<file path="src/rtl/muldiv_sequencer.sv">
// -----------------------------------------------------------------------------
// muldiv_sequencer
//
// Multi-cycle multiply/divide engine that owns the architectural HI/LO
// registers. A 32-step shift-add multiply or restoring divide runs on private
// working registers. HI/LO only change on an MTHI/MTLO write or at the final
// sign-fix step.
//
// Ports
//   iCLK        in   system clock, rising edge
//   iRST_n      in   asynchronous active-low reset
//   iStart      in   begin an operation (accepted only when idle)
//   iOp[1:0]    in   00 MULT, 01 MULTU, 10 DIV, 11 DIVU
//   iA, iB      in   rs/rt operands (iA dividend, iB divisor)
//   iMTHI/iMTLO in   write iA into HI / LO while idle
//   iFlush      in   abort the operation in flight / squash idle requests
//   oHI, oLO    out  architectural HI / LO
//   oBusy       out  operation in progress (registered)
//   oDone       out  one-cycle pulse when new HI/LO values first appear
//   oDbgState   out  FSM state: 0 IDLE, 1 RUN, 2 FIX
//
// Handshake: iStart is a single-cycle request. It is consumed on the edge
// where oBusy=0 and iFlush=0. It is ignored on every other edge, so the
// requester must hold off until oBusy=0.
// -----------------------------------------------------------------------------
module muldiv_sequencer (
  input  logic        iCLK,
  input  logic        iRST_n,
  input  logic        iStart,
  input  logic [1:0]  iOp,
  input  logic [31:0] iA,
  input  logic [31:0] iB,
  input  logic        iMTHI,
  input  logic        iMTLO,
  input  logic        iFlush,
  output logic [31:0] oHI,
  output logic [31:0] oLO,
  output logic        oBusy,
  output logic        oDone,
  output logic [1:0]  oDbgState
);

  typedef enum logic [1:0] {
    ST_IDLE = 2'd0,
    ST_RUN  = 2'd1,
    ST_FIX  = 2'd2
  } state_t;

  state_t      state_q, state_d;
  logic [4:0]  cnt_q, cnt_d;
  logic        is_div_q, is_div_d;
  logic        neg_res_q, neg_res_d;   // negate product / quotient at FIX
  logic        neg_rem_q, neg_rem_d;   // remainder takes the dividend sign
  logic [31:0] mcand_q, mcand_d;       // multiplicand or divisor magnitude
  logic [63:0] acc_q, acc_d;           // {partial, multiplier} or {rem, quo}
  logic [31:0] hi_q, hi_d;
  logic [31:0] lo_q, lo_d;
  logic        done_q, done_d;

  // Operand preparation at accept time.
  logic        op_signed;
  logic        a_neg, b_neg;
  logic [31:0] a_mag, b_mag;

  assign op_signed = ~iOp[0];
  assign a_neg     = op_signed & iA[31];
  assign b_neg     = op_signed & iB[31];
  // Magnitude of 0x80000000 stays 0x80000000, read as unsigned.
  assign a_mag     = a_neg ? (~iA + 32'd1) : iA;
  assign b_mag     = b_neg ? (~iB + 32'd1) : iB;

  // Multiply step: the 33-bit sum keeps the carry that shifts into bit 63.
  logic [32:0] mul_sum;
  assign mul_sum = {1'b0, acc_q[63:32]} + {1'b0, (acc_q[0] ? mcand_q : 32'd0)};

  // Divide step: the remainder after the left shift needs 33 bits before the
  // trial subtract. When the trial subtract succeeds, the result fits in 32
  // bits. With a zero divisor, the remainder simply collects the dividend.
  logic [32:0] div_shift;
  logic        div_ok;
  logic [31:0] div_rem;
  assign div_shift = acc_q[63:31];
  assign div_ok    = (div_shift >= {1'b0, mcand_q});
  assign div_rem   = div_shift[31:0] - mcand_q;

  // Sign fix.
  logic [63:0] prod_fixed;
  logic [31:0] quo_fixed, rem_fixed;
  assign prod_fixed = neg_res_q ? (~acc_q + 64'd1) : acc_q;
  assign quo_fixed  = neg_res_q ? (~acc_q[31:0] + 32'd1) : acc_q[31:0];
  assign rem_fixed  = neg_rem_q ? (~acc_q[63:32] + 32'd1) : acc_q[63:32];

  // ---------------------------------------------------------------------------
  // FSM: state register
  // ---------------------------------------------------------------------------
  always_ff @(posedge iCLK or negedge iRST_n) begin
    if (!iRST_n) begin
      state_q <= ST_IDLE;
    end else begin
      state_q <= state_d;
    end
  end

  // FSM: next state
  always_comb begin
    state_d = state_q;
    case (state_q)
      ST_IDLE: if (iStart && !iFlush) state_d = ST_RUN;
      ST_RUN: begin
        if (iFlush)              state_d = ST_IDLE;
        else if (cnt_q == 5'd31) state_d = ST_FIX;
      end
      ST_FIX:  state_d = ST_IDLE;
      default: state_d = ST_IDLE;
    endcase
  end

  // FSM: outputs (Moore, from registered state only)
  always_comb begin
    oBusy     = (state_q != ST_IDLE);
    oDbgState = state_q;
  end

  // ---------------------------------------------------------------------------
  // Datapath next-state
  // ---------------------------------------------------------------------------
  always_comb begin
    cnt_d     = cnt_q;
    is_div_d  = is_div_q;
    neg_res_d = neg_res_q;
    neg_rem_d = neg_rem_q;
    mcand_d   = mcand_q;
    acc_d     = acc_q;
    hi_d      = hi_q;
    lo_d      = lo_q;
    done_d    = 1'b0;

    case (state_q)
      ST_IDLE: begin
        if (!iFlush) begin
          if (iStart) begin
            // iStart wins over a same-cycle MTHI/MTLO.
            is_div_d  = iOp[1];
            neg_res_d = a_neg ^ b_neg;
            neg_rem_d = a_neg;
            cnt_d     = 5'd0;
            if (iOp[1]) begin
              mcand_d = b_mag;
              acc_d   = {32'd0, a_mag};
            end else begin
              mcand_d = a_mag;
              acc_d   = {32'd0, b_mag};
            end
          end else begin
            if (iMTHI) hi_d = iA;
            if (iMTLO) lo_d = iA;
          end
        end
      end

      ST_RUN: begin
        if (!iFlush) begin
          cnt_d = cnt_q + 5'd1;
          if (is_div_q) begin
            if (div_ok) acc_d = {div_rem, acc_q[30:0], 1'b1};
            else        acc_d = {div_shift[31:0], acc_q[30:0], 1'b0};
          end else begin
            acc_d = {mul_sum, acc_q[31:1]};
          end
        end
      end

      ST_FIX: begin
        if (!iFlush) begin
          done_d = 1'b1;
          if (is_div_q) begin
            hi_d = rem_fixed;
            lo_d = quo_fixed;
          end else begin
            hi_d = prod_fixed[63:32];
            lo_d = prod_fixed[31:0];
          end
        end
      end

      default: ;
    endcase
  end

  always_ff @(posedge iCLK or negedge iRST_n) begin
    if (!iRST_n) begin
      cnt_q     <= 5'd0;
      is_div_q  <= 1'b0;
      neg_res_q <= 1'b0;
      neg_rem_q <= 1'b0;
      mcand_q   <= 32'd0;
      acc_q     <= 64'd0;
      hi_q      <= 32'd0;
      lo_q      <= 32'd0;
      done_q    <= 1'b0;
    end else begin
      cnt_q     <= cnt_d;
      is_div_q  <= is_div_d;
      neg_res_q <= neg_res_d;
      neg_rem_q <= neg_rem_d;
      mcand_q   <= mcand_d;
      acc_q     <= acc_d;
      hi_q      <= hi_d;
      lo_q      <= lo_d;
      done_q    <= done_d;
    end
  end

  assign oHI   = hi_q;
  assign oLO   = lo_q;
  assign oDone = done_q;

endmodule

</file>
<file path="config.mk">
export PLATFORM = sky130hd
export DESIGN_NAME = muldiv_sequencer
export DESIGN_NICKNAME = d
export VERILOG_FILES = /design/src/rtl/muldiv_sequencer.sv
export SDC_FILE = /design/constraint.sdc
export NUM_CORES = 1
export LEC_CHECK = 0
export BUFFER_PORTS_ARGS = -buffer_cell sky130_fd_sc_hd__buf_2
export CORE_MARGIN = 2
export CORE_UTILIZATION = 50
export CTS_CLUSTER_SIZE = 30
export DETAILED_ROUTE_END_ITERATION = 10
export GPL_ROUTABILITY_DRIVEN = 0
export PLACE_DENSITY = 0.75
export SETUP_SLACK_MARGIN = 0.4
export SYNTH_ARGS = -nofsm -noshare
export SYNTH_HDL_FRONTEND = slang
export SYNTH_SLANG_ARGS = --single-unit
</file>
<file path="constraint.sdc">
create_clock -name iCLK -period 3.69 [get_ports iCLK]
set_input_delay 0.1845 -clock iCLK [delete_from_list [all_inputs] [get_ports iCLK]]
set_output_delay 0.1845 -clock iCLK [all_outputs]
set_load 0.03 [all_outputs]
</file>
Word level (Yosys, flattened, before mapping):

Index checks and enable logic that the tools add are counted.
Widths: inputs -> output; s select.

* equality and inequality tests: 12
* $lt $le $gt $ge: 1
* add/subtract/negate cells: 8
* reduce and logical (&&, ||, !) cells: 11
* multiplexer cells: 36
* bitwise gates (word level): 10

Operator list (number)
* $mux 32: 17
* $mux 64: 6
* $add 32x1->32 const B: 4
* $not 32->32: 4
* $pmux 32 s2: 2
* $pmux 64 s2: 1
* $add 64x1->64 const B: 1
* $not 64->64: 1
* $add 32x32->33: 1
* $ge 33x32->1: 1
* $sub 32x32->32: 1
* $ne 2x2->1 const B: 8
* $mux 5: 3
* $pmux 5 s2: 1
* $reduce_and 5->1: 2
* $mux 2: 3
* $reduce_bool 2->1: 3
* $add 5x1->5 const B: 1
* $eq 5x5->1 const B: 1
* $pmux 2 s2: 1
* $reduce_and 4->1: 1
* $ne 3x3->1 const B: 1
* $reduce_and 3->1: 1
* $and 1x1->1: 2
* other kinds (9): 11

* input bits: 72
* logic and storage cells: 88
* flip-flop bits (word level): 171
* output and inout port bits: 68

Depth between registers and ports, before layout:

* word-level depth: 7
* depth in mapped cells: 14
* depth with buffers taken out: 13

Worst setup path after synthesis:

Ideal clock, no wire load.

* kind: flip-flop to flip-flop
* start point: register acc_q[0]
* end point: register acc_q[58]
* clock period less this slack: 3.038 ns
* slack: 0.652 ns
* data arrival time: 2.917 ns
* buffers on the path: 1
* setup time: 0.122 ns
* cell stages (with the launch flop): 14
* cells stage by stage: dfrtp_1 inv_1 clkbuf_1 nor2_1 ha_1 a21oi_1 o21ai_0 a21o_1 a211o_1 o2111ai_1 a21boi_0 or3_1 a21o_1 a32o_1

* longest elaborated chain between the ends: 5

Ends and longest elaborated chain
* start, declared: RTL line 55 `logic [63:0] acc_q, acc_d;`
* start signal, assigned: RTL line 197 `acc_q <= 64'd0;`
* start signal, assigned: RTL line 207 `acc_q <= acc_d;`
* $mux 32: RTL line 74 `assign mul_sum = {1'b0, acc_q[63:32]} + {1'b0, (acc_q[0] ? mcand_q : 32'd0)};`
* $add 32x32->33: RTL line 74
* $mux 64: RTL line 164 `if (is_div_q) begin`
* $mux 64: RTL line 162 `if (!iFlush) begin`
* $pmux 64 s2: RTL line 138 `case (state_q)`

No other way between the ends. The select of a mux whose other input is x is not followed.
A chain may end at the register's enable or synchronous reset.

Worst setup path after layout:

* start point: register acc_q[4]
* end point: register hi_q[9] (netlist: oHI[9])

* longest elaborated chain between the ends: 6

Ends and longest elaborated chain
* $not 64->64: RTL line 89 `assign prod_fixed = neg_res_q ? (~acc_q + 64'd1) : acc_q;`
* $add 64x1->64: RTL line 89
* $mux 64: RTL line 89
* $mux 32: RTL line 176 `if (is_div_q) begin`
* $mux 32: RTL line 174 `if (!iFlush) begin`
* $pmux 32 s2: RTL line 138
* end signal, assigned: RTL line 208 `hi_q <= hi_d;`
* end, declared: RTL line 56 `logic [31:0] hi_q, hi_d;`

No other way between the ends. The select of a mux whose other input is x is not followed.

==> reports/qor.yml <==
run_status:
  status: "complete, no violations"
pwr:
  p_leak_uw: 0.00764
  ir_drop_mv: 0.476
  powerDensity_nw_per_um2: 831
min_path:
  hold_path_startpoint: "iOp[0]"
  worstHoldEndpoint: "neg_res_q"
  whs_path_depth: 2
  min-delay-path-class: "input pin to register"
floorplan:
  chipWidth_um: 178
  boundaryPins: 140
  core_sq_um: 29800
  start_util_pct: 51.0
  die_y_um: 178
  die-area_sq_um: 31800
  num_rows: 63
clocking:
  insertion_delay_ns: 0.45
  cts_max_level: 4
  cts_tree: "yes"
  cts_num_sinks: 171
  cts_buffer_depth: 2
  path_clk_slew_ns: 0.08
  cts_buffers: 17
  root_buffer: "clkbuf_16"
final_layout:
  antenna_cells: 0
  nNetsFinal: 2224
  final_cell_count_no_fill: 2483
  drive_above_1_share_pct: 14.4
  final_cell_mix: "222 x nand2_1, 217 x nor2_1, 204 x o21ai_0"
  layout_commonest_cell: "nand2_1"
  area_growth_pct: 13.0
logic_synthesis:
  synth.yosys.warnings: 0
  syn-mean-instance-area_sq_um: 7.67
  ys_seq_elements: 171
  synthArstFlopShare_pct: 100
  syn_inst: 1983
  synth.distinct_cells: 80
  synth_seq_area_share_pct: 28.2
  ys.flop_type: "dfrtp_1"
  syn_area_sq_um: 15200
  synth_nets: 2127
  synth-edff-count: 0
place:
  dp_hpwl_mm: 42.6
  dp.cells: 2448
  io_buffer_count: 139
  pre_cts_slack_ns: 0.335
sta:
  max_freq_ghz: 0.308
  finalHoldViolations: 0
  slew_viol_final: 0
  fin_ws_ns: 0.439
  post-route-period-util_pct: 88.1
  finalSetupViolCount: 0
  fin_crit_ns: 3.25
  rsz0062_at_grt: "yes"
  relSlewSlack_pct: 44.6
  worstMarginPinSlew_ns: 0.831
  skew_ns: 0.0222
  hold_slack_ns: 0.102
  fin_setup_tns_ns: 0
routing:
  ant_nets: 0
  via_per_inst: 6.57
  via_count: 16300
  drtIter0Drc: 2071
  wl_per_cell_um: 22.6
  wirelength_mm: 56.1
  drtPass1Iterations: 7
  drc: 0
critical_path:
  critPathLaunch: "acc_q[4]"
  crit_path_end_kind: "register"
  arrival_ns: 3.55
  r2r-end: "oHI[9]"
  r2r_start: "acc_q[4]"
  r2r_cells: 8
  worstSetupPathType: "register to register"
  r2r_setup_slack_ns: 0.44
  cp-start-kind: "register"
  cp_max_fo: 7
  critPathRequiredTime_ns: 3.99
global_routing:
  globalRoute.totalOverflow: 0
  grt_pass1_vias: 14700
  grt_max_degree: 79
  grtUsageTotal_pct: 34.3
  grt_antenna_before_repair: 1
  grt_pass1_wl_mm: 84.0
flow_run:
  maxCapViolations: 0
[cells in the mapped netlist (12+ instances only)]
master / count / area [sq um]
and3_1: 13 / 81.3
nor2_1: 219 / 822
a211oi_1: 26 / 195
nand4_1: 19 / 119
a21o_1: 28 / 210
o31ai_1: 28 / 210
clkbuf_1: 97 / 364
nand2b_1: 19 / 119
o21ai_0: 207 / 1040
a22oi_1: 16 / 120
a21oi_1: 179 / 896
a31oi_1: 19 / 119
nor3_1: 38 / 190
nor4_1: 18 / 113
o211ai_1: 13 / 97.6
nand3_1: 22 / 110
ha_1: 70 / 876
inv_1: 70 / 263
buf_1: 12 / 45.0
or3_1: 16 / 100
nor2b_1: 18 / 113
xnor2_1: 101 / 885
o221ai_1: 15 / 131
or4_1: 12 / 90.1
mux2i_1: 62 / 621
xor2_1: 67 / 587
dfrtp_1: 171 / 4280
nand2_1: 222 / 833
[timing repair]
action,in CTS,in global routing
setup endpoints to repair,7,35
hold buffers,1,0
pin swaps,0,7
endpoints found under the hold margin,71,0
resized for setup,4,37
cloned,1,0
setup buffers,0,1
[registers in the layout (all words and copies together), names as in the netlist, 2 cells and up]
register and count:
oDbgState 2, cnt_q 5, oHI 32, mcand_q 32
acc_q 64, oLO 32
[critical path, stage by stage, from the launching register on]
cell and delay (ns):
dfrtp_1 0.50, or4_1 0.71, or4_4 0.60, nor4_4 0.33, nand3_1 0.24, a21o_1 0.23, nand2_1 0.08, xor2_1 0.26
o221ai_1 0.17
[per-layer routing]
metal | part of all wire (%) | track usage, % | vias up
li1 | - | - | 7326
met5 | 0.029 | 0 | -
met3 | 12 | 8.29 | 217
met2 | 42 | 50.3 | 1117
met1 | 39 | 45.4 | 7654
met4 | 6.7 | 21.1 | 2
[report_power, final]
part           leakage [uW]  internal (uW)  switching [uW]
Combinational       0.00523           3500            5740
Clock              0.000272            943             884
Sequential          0.00214           2460             756
Total               0.00764           6910            7380
[final cells by class]
cell class / count / area [sq um]
Timing Repair Buffer: 199 / 1210
Tap cell: 390 / 488
Multi-Input combinational cell: 1621 / 10400
Clock buffer: 17 / 425
Fill cell: 2650 / 12600
Clock inverter: 15 / 140
Inverter: 70 / 263
Sequential cell: 171 / 4290
[stage by stage]
stage               instance area, sq um  total power (uW)  utilization, %
finish                             17200             14300            57.7
CTS                                17000             13800            57.2
global route                       17200             15000            57.7
detailed placement                 16400             11800            55.1
floorplan                          15200              9220               -
global placement                   16400             11600            55.1
[cells by family (layout without fill, tap and decap cells)]
kind of cell	count (synthesis)	count (layout)	synth area share (%)
flops	171	171	28.2
simple gates	677	677	21.3
compound gates	637	637	25.5
xor+xnor	168	168	9.68
buf+inv	191	301	4.85
fa+ha+maj	72	72	6.03
mux	67	67	4.45
[worst max-delay path by stage]
stage | end | slack [ns]
after floorplan | acc_q[58] | 0.65
after CTS | acc_q[58] | 0.38
after global routing | acc_q[58] | 0.34
after global placement | acc_q[63] | 0.38
after detailed placement | acc_q[63] | 0.33
final | oHI[9] | 0.44
(Power assumes the default switching activity.)
